$ cat src/rtl/bram_stream_pkg.sv
// rtl/bram_stream_pkg.sv - shared types and constants for the BRAM block streamer
package bram_stream_pkg;

  typedef enum logic [1:0] {
    IDLE,
    ISSUE,
    DRAIN,
    DONE
  } stream_state_t;

  localparam int BRAM_READ_LATENCY = 2;

  // Counters must be able to hold the value n itself, not just n-1.
  function automatic int cnt_width(input int n);
    return $clog2(n) + 1;
  endfunction

endpackage

$ cat src/rtl/block_fwft_fifo.sv
// rtl/block_fwft_fifo.sv - first-word-fall-through return buffer for BRAM blocks
module block_fwft_fifo #(
  parameter int WIDTH = 32,
  parameter int DEPTH = 4
) (
  input  logic                     clk_in,
  input  logic                     rst_in,
  input  logic                     push,
  input  logic [WIDTH-1:0]         wdata,
  input  logic                     pop,
  output logic [WIDTH-1:0]         rdata,
  output logic [$clog2(DEPTH):0]   count,
  output logic                     empty,
  output logic                     full
);

  localparam int PW = $clog2(DEPTH);
  localparam int CW = PW + 1;
  localparam logic [CW-1:0] FULL_CNT = CW'(DEPTH);

  logic [WIDTH-1:0] mem_q [DEPTH];
  logic [PW-1:0]    wr_ptr_q, wr_ptr_d;
  logic [PW-1:0]    rd_ptr_q, rd_ptr_d;
  logic [CW-1:0]    count_q, count_d;
  logic             push_ok, pop_ok;

  always_comb begin
    empty    = (count_q == '0);
    full     = (count_q == FULL_CNT);
    count    = count_q;
    rdata    = mem_q[rd_ptr_q];
    // A full buffer can still take a word when the head leaves in the same cycle.
    push_ok  = push && (!full || pop);
    pop_ok   = pop && !empty;
    wr_ptr_d = push_ok ? wr_ptr_q + 1'b1 : wr_ptr_q;
    rd_ptr_d = pop_ok ? rd_ptr_q + 1'b1 : rd_ptr_q;
    count_d  = count_q;
    case ({push_ok, pop_ok})
      2'b10:   count_d = count_q + 1'b1;
      2'b01:   count_d = count_q - 1'b1;
      default: count_d = count_q;
    endcase
  end

  always_ff @(posedge clk_in) begin
    if (push_ok) begin
      mem_q[wr_ptr_q] <= wdata;
    end
  end

  always_ff @(posedge clk_in) begin
    if (rst_in) begin
      wr_ptr_q <= '0;
      rd_ptr_q <= '0;
      count_q  <= '0;
    end else begin
      wr_ptr_q <= wr_ptr_d;
      rd_ptr_q <= rd_ptr_d;
      count_q  <= count_d;
    end
  end

endmodule

$ cat src/rtl/bram_block_streamer.sv
// rtl/bram_block_streamer.sv - credit-based BRAM operand reader presenting blocks as a valid/ready stream
// Optional running sum of transferred beats on checksum_out when BLOCK_STREAMER_CHECKSUM_EN is defined.
module bram_block_streamer
  import bram_stream_pkg::*;
#(
  parameter int REGISTER_SIZE = 32,
  parameter int NUM_BLOCKS    = 128,
  parameter int FIFO_DEPTH    = 4
) (
  input  logic                     clk_in,
  input  logic                     rst_in,
  input  logic                     start_in,
  output logic                     busy_out,
  output logic                     read_next_block_out,
  input  logic [REGISTER_SIZE-1:0] read_block_in,
  input  logic                     read_block_valid_in,
  output logic [REGISTER_SIZE-1:0] data_out,
  output logic                     valid_out,
  input  logic                     ready_in,
  output logic                     last_out,
  output logic                     done_out
`ifdef BLOCK_STREAMER_CHECKSUM_EN
  ,
  output logic [REGISTER_SIZE-1:0] checksum_out
`endif
);

  localparam int CNT_W = cnt_width(NUM_BLOCKS);
  localparam int FC_W  = $clog2(FIFO_DEPTH) + 1;
  localparam logic [CNT_W-1:0] NB       = CNT_W'(NUM_BLOCKS);
  localparam logic [CNT_W-1:0] LAST_IDX = CNT_W'(NUM_BLOCKS - 1);
  localparam logic [FC_W:0]    CREDITS  = (FC_W + 1)'(FIFO_DEPTH);

  stream_state_t state_q, state_d;
  logic [CNT_W-1:0] issued_cnt_q, issued_cnt_d;
  logic [CNT_W-1:0] sent_cnt_q, sent_cnt_d;
  logic [FC_W-1:0]  inflight_q, inflight_d;

  logic [FC_W-1:0]          fifo_count;
  logic [REGISTER_SIZE-1:0] fifo_rdata;
  logic fifo_empty, fifo_full, fifo_push, fifo_pop;
  logic start_accept, ret_accept, credit_ok, issue, beat;

  block_fwft_fifo #(
    .WIDTH(REGISTER_SIZE),
    .DEPTH(FIFO_DEPTH)
  ) u_fifo (
    .clk_in (clk_in),
    .rst_in (rst_in),
    .push   (fifo_push),
    .wdata  (read_block_in),
    .pop    (fifo_pop),
    .rdata  (fifo_rdata),
    .count  (fifo_count),
    .empty  (fifo_empty),
    .full   (fifo_full)
  );

  always_comb begin
    valid_out    = !fifo_empty;
    data_out     = valid_out ? fifo_rdata : '0;
    beat         = valid_out && ready_in;
    fifo_pop     = beat;
    last_out     = valid_out && (sent_cnt_q == LAST_IDX);
    busy_out     = (state_q != IDLE);
    done_out     = (state_q == DONE);
    start_accept = (state_q == IDLE) && start_in;
    // A return with nothing outstanding is spurious and must not eat a credit.
    ret_accept   = read_block_valid_in && (inflight_q != '0);
    fifo_push    = ret_accept && !fifo_full;
    // Every outstanding request owns a FIFO slot, so a return can never overflow.
    credit_ok    = ({1'b0, inflight_q} + {1'b0, fifo_count}) < CREDITS;
    issue        = (state_q == ISSUE) && (issued_cnt_q != NB) && credit_ok;
    read_next_block_out = issue;

    issued_cnt_d = start_accept ? '0 : issued_cnt_q + CNT_W'(issue);
    sent_cnt_d   = start_accept ? '0 : sent_cnt_q + CNT_W'(beat);

    inflight_d = inflight_q;
    case ({issue, ret_accept})
      2'b10:   inflight_d = inflight_q + 1'b1;
      2'b01:   inflight_d = inflight_q - 1'b1;
      default: inflight_d = inflight_q;
    endcase

    state_d = state_q;
    case (state_q)
      IDLE:    if (start_in) state_d = ISSUE;
      ISSUE:   if (issued_cnt_d == NB) state_d = DRAIN;
      DRAIN:   if (beat && last_out) state_d = DONE;
      DONE:    state_d = IDLE;
      default: state_d = IDLE;
    endcase
  end

  always_ff @(posedge clk_in) begin
    if (rst_in) begin
      state_q      <= IDLE;
      issued_cnt_q <= '0;
      sent_cnt_q   <= '0;
      inflight_q   <= '0;
    end else begin
      state_q      <= state_d;
      issued_cnt_q <= issued_cnt_d;
      sent_cnt_q   <= sent_cnt_d;
      inflight_q   <= inflight_d;
    end
  end

`ifdef BLOCK_STREAMER_CHECKSUM_EN
  logic [REGISTER_SIZE-1:0] checksum_q, checksum_d;

  always_comb begin
    checksum_d = checksum_q;
    if (start_accept) begin
      checksum_d = '0;
    end else if (beat) begin
      checksum_d = checksum_q + data_out;
    end
    checksum_out = checksum_q;
  end

  always_ff @(posedge clk_in) begin
    if (rst_in) begin
      checksum_q <= '0;
    end else begin
      checksum_q <= checksum_d;
    end
  end
`endif

endmodule

$ cat config.mk
export PLATFORM = sky130hd
export DESIGN_NAME = bram_block_streamer
export DESIGN_NICKNAME = d
export VERILOG_FILES = /design/src/rtl/bram_stream_pkg.sv /design/src/rtl/block_fwft_fifo.sv /design/src/rtl/bram_block_streamer.sv
export SDC_FILE = /design/constraint.sdc
export NUM_CORES = 1
export LEC_CHECK = 0
export BUFFER_PORTS_ARGS = -buffer_cell sky130_fd_sc_hd__buf_4
export CAP_MARGIN = 20
export CORE_MARGIN = 10
export CORE_UTILIZATION = 40
export CTS_BUF_LIST = sky130_fd_sc_hd__clkbuf_8
export DETAILED_ROUTE_END_ITERATION = 16
export PLACE_DENSITY = 0.71
export SYNTH_ARGS = -nofsm -noshare
export SYNTH_HDL_FRONTEND = slang
export SYNTH_SLANG_ARGS = --single-unit
$ cat constraint.sdc
create_clock -name clk_in -period 2.56 [get_ports clk_in]
set_input_delay 0.768 -clock clk_in [delete_from_list [all_inputs] [get_ports clk_in]]
set_output_delay 0.768 -clock clk_in [all_outputs]
set_load 0.03 [all_outputs]
Word-level counts from Yosys, hierarchy flattened
Memories as Yosys holds them, arrays and structs flattened. A register that Yosys moved wholly into a read port is not among the register bits. Cells that the tools add are included. W data, S select, Z words.

Output and inout port bits: 37. Logic and storage cells: 65. Register bits: 28. Memories: 1. Bits in read-only memories: 0. Memory bits (writable): 128. Input bits: 37. Bits in latches: 0.

Bitwise logic cells: 0. Multipliers: 0. Shift operators: 0. Eq/ne operators: 14. $lt $le $gt $ge: 1. Muxes and demuxes: 12. Divide/modulo/power cells: 0. Add/sub/neg operators: 9. Reductions and logical operators: 21.

Memory list: u_fifo.mem_q (words 4, width 32, rd ports 1, clocked after Yosys merged registers in 1, wr ports 1, RTL line block_fwft_fifo.sv:21) `logic [WIDTH-1:0] mem_q [DEPTH];`.

Operators with widths (count): $mux W32 (1); $add A8 B1 Y8 (2); $pmux W3 S2 (2); $logic_and A1 B1 Y1 (10); $mux W2 (5); $eq A2 B2 Y1 const B (4); $eq A8 B7 Y1 const B (1); $eq A8 B8 Y1 const B (1); $mux W8 (1); $ne A8 B8 Y1 const B (1); $pmux W2 S4 (1); $add A3 B1 Y3 const B (2); $eq A2 B1 Y1 const B (3); $reduce_bool A2 Y1 (3); $sub A3 B1 Y3 const B (2); $add A2 B1 Y2 const B (2); $add A3 B3 Y4 (1); $lt A4 B3 Y1 const B (1); $ne A2 B2 Y1 const B (2); $eq A3 B3 Y1 const B (1); $logic_not A3 Y1 (1); $reduce_and A3 Y1 (1); $reduce_bool A3 Y1 (1); $logic_not A1 Y1 (2); other kinds (5) (6).

Logic depth before layout (Yosys ltp)
Gate-level depths: netlist (run 1).

Word-level depth: 8. Depth in mapped cells: 14.

By module
A second synthesis (run 1) with hierarchy kept.

Cell total of the unflattened synthesis: 389. Area total of the unflattened synthesis: 6563.8 µm².

By module, submodules not included: block_fwft_fifo (area each 5146.2 µm², times used 1, cells an instance 221); bram_block_streamer (area each 1417.6 µm², times used 1, cells an instance 168).

Least setup slack after synthesis (run 1)
OpenSTA, ideal clock, no wires.

Kind: reg-to-reg. Start: register state_q[1]. End: register state_q[0]. Arrival: 2.504 ns. Library setup time: 0.120 ns. Path slack: -0.064 ns. Stages on the path, launching flop included: 14. Data required time: 2.440 ns. Path through: dfxtp_1 inv_1 ha_1 inv_1 nor4_1 nand3_1 inv_1 ha_1 ha_1 and3_4 nand3_2 o221ai_2 nand4b_4 mux2i_1.

Cells in the longest elaborated chain, start to end: 8. Elaborated cells between the ends (all ways): 15. Those cells by class: add/sub (1); eq/ne (7); mux (2); reduce/logical (5).

Ends and longest elaborated chain: start: declaration (RTL line bram_block_streamer.sv:34) `stream_state_t state_q, state_d;`; start signal: assignment (RTL line bram_block_streamer.sv:103) `state_q <= state_d;`; $eq A2 B1 Y1 (RTL line bram_block_streamer.sv:73) `issue = (state_q == ISSUE) && (issued_cnt_q != NB) && credit_ok;`; $logic_and A1 B1 Y1 (2 in series) (RTL line bram_block_streamer.sv:73); via read_next_block_out (RTL line bram_block_streamer.sv:14) `output logic read_next_block_out,`; $add A8 B1 Y8 (RTL line bram_block_streamer.sv:76) `issued_cnt_d = start_accept ? '0 : issued_cnt_q + CNT_W'(issue);`; $mux W8 (RTL line bram_block_streamer.sv:76); $eq A8 B8 Y1 (RTL line bram_block_streamer.sv:89) `ISSUE: if (issued_cnt_d == NB) state_d = DRAIN;`; $ne A2 B1 Y1 (no line); $reduce_and A3 Y1 (no line).

The timed path passes the listed nets, and every way through them passes these cells. A chain may end at the register's enable or synchronous reset.

==> flow_summary_export.csv, run 1 <==
group,metric,value,unit
synth,post-synth-top-area-fraction,59.5,%
cells_and_area,final_layout_size_suffix_gt1_share,45.7,%
floorplanning,dieArea,21600,um^2
cells_and_area,multi_input_area,2060,um^2
worst_setup_path,crit_fanout,18,
clock_network,cts_made_buffers,17,
power_and_ir_drop,power,0.00820,W
detailed_routing,ant_nets,0,
timing,tightest_slew,0.448,ns
synth,yosys.cell_types.count,40,
place,portBuffers,73,
timing,finalCritPeriodShare,102,%
place,dp.cells,672,
power_and_ir_drop,power_density,995,nW/um^2
floorplanning,core,15800,um^2
global_routing,use_met1,14.0,%
worst_setup_path,crit_required,1.79,ns
synth,ys_ff_latch,158,
worst_setup_path,worstSetupPathType,"reg2out",
place,gp_congestion,0.759,
clock_network,cts_max_level,4,
cells_and_area,synthToLayoutAreaGrowth,27.7,%
clock_network,cts.clk_slew.worst_paths,0.08,ns
cells_and_area,layout_commonest_cell,"edfxtp_1",
timing,drv_slew,0,
synth,ys_warn_count,0,
cells_and_area,seqCellArea,4460,um^2
timing,setup_viol,32,
synth,syn_area,6450,um^2
clock_network,numClockSinks,158,
clock_network,cts.path.max_buffers,2,
worst_setup_path,startpoint_type,"flip-flop",
detailed_routing,drtIter0Drc,165,
synth,synth-seq-area-share,68.9,%
timing,clock_skew,0.0109,ns
synth,synth_edf_count,128,
run,drv_cap,0,
cells_and_area,insertedDiodeCount,0,
cells_and_area,mostFrequentLayoutCells,"edfxtp_1, buf_4, buf_6",
power_and_ir_drop,p_leak,2.86,nW
run_status,status,"complete, but fails checks",
worst_setup_path,endpoint_kind,"output pin",
timing,hold_viol_final,0,
detailed_routing,drtPass1Iterations,4,
floorplanning,die_h,147,um
timing,grt_setup_unrepaired,"true",
clock_network,cts_root_buf,"clkbuf_8",
place,dp_slack,-0.0488,ns
timing,timing.slew.headroom,69.9,%
clock_network,clock_latency,0.45,ns
power_and_ir_drop,vdd_drop_max,0.000674,V
floorplanning,rows,46,
synth,synth_top_area_cell,"edfxtp_1",
synth,synthTopCellsByArea,"edfxtp_1, mux4_2, dfxtp_1, and2_1, ha_1",
global_routing,grt_max_degree,35,
global_routing,globalRouteOverflowTotal,0,
run_status,violations,"negative setup slack",
global_routing,met2_usage,19.2,%
cells_and_area,postLayoutCellArea,8240,um^2
global_routing,grt_pass1_vias,3742,
floorplanning,pin_count,74,
worst_setup_path,cp.arrival,1.85,ns
timing,fin_crit,2.62,ns
place,place_area,7400,um^2
global_routing,grt_pass1_wl,19900,um
floorplanning,die_x,147,um
global_routing,grt_use_met3,3.90,%
timing,final.setup.worst_slack,-0.0563,ns
cells_and_area,layout.nets,538,
clock_network,tritoncts,"done",
cells_and_area,fin_cells,711,
global_routing,track_usage,11.7,%
synth,synthCells,384,
global_routing,busiest_layer,"met2",
detailed_routing,wl_per_cell,18.1,um
synth,ys_async_sr_fraction,0,%
timing,max_freq,382,MHz
detailed_routing,num_vias,3523,
detailed_routing,viasPerCell,4.95,
synth,syn_area_per_cell,16.8,um^2
global_routing,antenna_found_initial,0,
cells_and_area,fillCellCount,1265,
detailed_routing,route.detailed.drc,0,
synth,synth_fp_nets,440,
worst_hold_path,hold_class,"reg2reg",
detailed_routing,drt_wl_total,12900,um
timing,fin_tns_setup,-0.884,ns
place,dp_hpwl,7760,um
floorplanning,start_util,40.8,%
synth,synth-main-ff-cell,"edfxtp_1",
## path summary, 6_finish.rpt
kind	from	endpoint	slack, ns	depth (start not counted)
hold reg to reg	sent_cnt_q[5]	sent_cnt_q[5]	0.51	2
setup reg to reg	inflight_q[2]	inflight_q[2]	0.11	12
setup / recovery	flip-flop	data_out[9]	-0.06	4
hold / removal	sent_cnt_q[5]	sent_cnt_q[5]	0.51	2
## layer usage
layer | vias up | share of wire [%]
li1 | 1639 | -
met1 | 1774 | 42
met2 | 96 | 50
met3 | 14 | 6.8
met4 | 0 | 1.3
met5 | - | 0
## cell type report
cell class	count	area share [%]
flip-flops and latches	158	54.1
clock buffers	17	2.84
multi-input cells	195	25.0
inverters	16	0.729
clock inverters	15	2.11
repair buffers	94	12.0
well taps	216	3.28
## cells in the mapped netlist, types with 5 or more instances
cell type  number
or3_1           5
mux4_2         32
xnor2_1         8
xor2_1         10
edfxtp_1      128
ha_1           17
inv_1          15
clkbuf_1        7
nor2_1         23
nand3_1         9
dfxtp_1        30
nand2_1        10
and2_1         41
a21oi_1         8
## power by group
group          switching (W)  leakage, nW  internal (W)
logic                0.00155         1.26       0.00159
clock network       0.000962        0.200      0.000896
registers           0.000123         1.40       0.00308
total                0.00264         2.86       0.00556
## cells by family (layout without fill, tap and decap cells)
family / Yosys count / after routing / share of synthesized area (%)
muxes: 35 / 35 / 11.6
DFF: 158 / 158 / 68.9
adders and majority gates: 19 / 19 / 3.92
xor gates and xnor gates: 18 / 18 / 2.44
and+or+nand+nor: 102 / 102 / 8.92
buffers and inverters: 31 / 142 / 2.05
AOI/OAI and AO/OA: 21 / 21 / 2.19
## critical path, stage by stage, from the launching register on
cell and delay, ns:
dfxtp_4 0.38, buf_12 0.19, mux4_2 0.52, and2_4 0.18, buf_6 0.13
## stage by stage
step                      hold WS (ns)  utilization [%]
after floorplan                  0.452                -
after global placement           0.463             46.8
after detailed placement         0.489             46.8
after CTS                        0.479             50.9
after global routing             0.482             52.1
final                            0.506             52.1
## registers in the layout, indices dropped and copies added (netlist names), named ones only
register,count
u_fifo.wr_ptr_q,2
u_fifo.count,3
issued_cnt_q,8
sent_cnt_q,8
u_fifo.rd_ptr_q,2
state_q,2
inflight_q,3
u_fifo.mem_q,128
## repair_timing
item / 4_1_cts / 5_1_grt
resized for setup: 72 / 25
buffers inserted: 3 / 1
hold buffers: 0 / 0
cloned: 0 / 3
setup endpoints to repair: 36 / 38
pin swaps: 7 / 10
(Power assumes the default switching activity.)
==> run 2: changes to the inputs <==
--- a/config.mk
+++ b/config.mk
@@ -15,3 +15,4 @@
 export SYNTH_ARGS = -nofsm -noshare
 export SYNTH_HDL_FRONTEND = slang
 export SYNTH_SLANG_ARGS = --single-unit
+export TNS_END_PERCENT = 10
==> constraint.sdc (replaced) <==
create_clock -name clk_in -period 2.4 [get_ports clk_in]
set_input_delay 0.72 -clock clk_in [delete_from_list [all_inputs] [get_ports clk_in]]
set_output_delay 0.72 -clock clk_in [all_outputs]
set_load 0.03 [all_outputs]
==> run 2 against run 1 <==
Effect of this change: the flow still finishes with violations (negative setup slack); worst setup slack worse by 0.14 ns; first-iteration DRC count fell by 25%; sequential share of layout area up 0.33 points; largest cell class unchanged.
==> flow_summary_export.csv, run 2 (synthesis gave the netlist of run 1 again) <==
group,metric,value,unit
run_status,status,"complete, but fails checks",
run_status,violations,"negative setup slack",
worst_setup_path,worstSetupPathType,"reg2out",
worst_setup_path,endpoint_kind,"output pin",
detailed_routing,ant_nets,0,
cells_and_area,mostFrequentLayoutCells,"edfxtp_1, buf_4, buf_6",
power_and_ir_drop,p_sw_share,30.8,%
clock_network,cts.path.max_buffers,2,
floorplanning,start_util,40.8,%
clock_network,numClockSinks,158,
worst_setup_path,crit_required,1.68,ns
worst_setup_path,critical_path.max_stage_delay,0.51,ns
cells_and_area,top_register,"u_fifo.mem_q",
place,dp_hpwl,8210,um
worst_setup_path,critical-path-top-delay-family,"multiplexers",
timing,fin_tns_setup,-5.06,ns
power_and_ir_drop,internal_power,0.00589,W
timing,tightest_slew,0.388,ns
floorplanning,dieArea,21600,um^2
worst_setup_path,startpoint_type,"flip-flop",
detailed_routing,route.detailed.drc,0,
clock_network,cts.clk_slew.worst_paths,0.08,ns
cells_and_area,fillCellCount,1298,
timing,fin_crit,2.59,ns
timing,hold_viol_final,0,
clock_network,tritoncts,"done",
cells_and_area,final_layout_size_suffix_gt1_share,41.9,%
clock_network,cts_max_level,4,
cells_and_area,fin_cells,712,
cells_and_area,largestRegisters,"u_fifo.mem_q: 128 flops, issued_cnt_q: 8 flops, sent_cnt_q: 8 flops",
floorplanning,core,15800,um^2
timing,final.setup.worst_slack,-0.194,ns
worst_setup_path,cp.arrival,1.87,ns
timing,timing.slew.headroom,74.2,%
timing,setup_viol,32,
place,portBuffers,73,
global_routing,antenna_found_initial,1,
timing,finalCritPeriodShare,108,%
timing,grt_setup_unrepaired,"true",
global_routing,grt_pass1_vias,3692,
cells_and_area,layout_commonest_cell,"edfxtp_1",
detailed_routing,viasPerCell,4.96,
clock_network,cts_root_buf,"clkbuf_8",
cells_and_area,largest_reg_flops,128,
place,dp.cells,679,
worst_setup_path,crit_fanout,13,
timing,clock_skew,0.00912,ns
timing,whs,0.478,ns
timing,max_freq,385,MHz
clock_network,post_cts_buffers,0,
detailed_routing,drtPass1Iterations,4,
clock_network,cts_made_buffers,17,
worst_hold_path,hold_class,"in2reg",
global_routing,grt_max_degree,34,
run,drv_cap,0,
place,gp_congestion,0.764,
clock_network,clock_latency,0.44,ns
global_routing,grt_pass1_wl,19800,um
floorplanning,pin_count,74,
detailed_routing,drtIter0Drc,123,
floorplanning,die_x,147,um
power_and_ir_drop,sequentialPowerShare,40.1,%
floorplanning,rows,46,
worst_setup_path,cp_slowest_cell,"mux4_2",
power_and_ir_drop,p_leak,2.86,nW
global_routing,track_usage,11.7,%
detailed_routing,drt_wl_total,12700,um
timing,drv_slew,0,
cells_and_area,synthToLayoutAreaGrowth,26.7,%
power_and_ir_drop,vdd_drop_max,0.000630,V
worst_setup_path,path_cells,"buf_16 > mux4_2 > and2_4 > buf_6",
detailed_routing,num_vias,3535,
global_routing,globalRouteOverflowTotal,0,
cells_and_area,layout.nets,540,
clock_network,cts_hold_buf,0,
power_and_ir_drop,power_density,1040,nW/um^2
cells_and_area,insertedDiodeCount,0,
worst_setup_path,critical_path_buf_inv_count,2,
power_and_ir_drop,p_switching,0.00262,W
floorplanning,die_h,147,um
detailed_routing,wl_per_cell,17.8,um
power_and_ir_drop,p_clk_share,21.8,%
power_and_ir_drop,p_comb_share,38.1,%
run 2: power by group through the flow:
| stage | sequential (W) | combinational (W) | clock [W] |
|---|---|---|---|
| finish | 0.00341 | 0.00324 | 0.00186 |
| global route | 0.00344 | 0.00350 | 0.00201 |
| CTS | 0.00340 | 0.00317 | 0.00191 |
| detailed placement | 0.00345 | 0.00279 | 0 |
| global placement | 0.00343 | 0.00275 | 0 |
| floorplan | 0.00342 | 0.00181 | 0 |
run 2: timing repair:
item,CTS,global route
pin swaps,16,1
gates cloned,1,1
setup endpoints to repair,36,37
resized for setup,59,23
run 2: area by class of cell:
| cell class | count | area, um^2 | area share [%] |
|---|---|---|---|
| tap | 216 | 270 | 3.31 |
| clock buffer | 17 | 234 | 2.86 |
| sequential | 158 | 4450 | 54.4 |
| clock inverter | 14 | 136 | 1.67 |
| multi-input combinational | 195 | 2040 | 25.0 |
| inverter | 16 | 65.1 | 0.796 |
| timing repair buffer | 96 | 977 | 12.0 |
run 2: per-layer routing:
layer | global-route usage, % | vias to the layer above | wire length, um
li1 | - | 1639 | -
met4 | 4.01 | 2 | 142
met5 | 0 | - | 18
met1 | 13.5 | 1790 | 5500
met3 | 4.55 | 18 | 760
met2 | 19.6 | 86 | 6260
run 2: final timing paths:
| path | from | end | slack (ns) | cells after the start |
|---|---|---|---|---|
| hold / removal | read_block_in[22] | u_fifo.mem_q[2][22] | 0.48 | 1 |
| setup reg to reg | state_q[0] | state_q[1] | 0.01 | 13 |
| setup / recovery | flip-flop | data_out[31] | -0.19 | 4 |
| hold reg to reg | inflight_q[2] | inflight_q[2] | 0.51 | 2 |
run 2: metrics by stage:
step	utilization [%]	worst slack, ns	cell area (um^2)	power [W]
after CTS	50.9	-0.251	8060	0.00849
after global placement	47.3	0.0500	7480	0.00617
after floorplan	-	0.00818	6480	0.00523
after global routing	51.7	-0.291	8180	0.00895
after detailed placement	47.3	-0.0698	7480	0.00625
final	51.7	-0.194	8180	0.00851
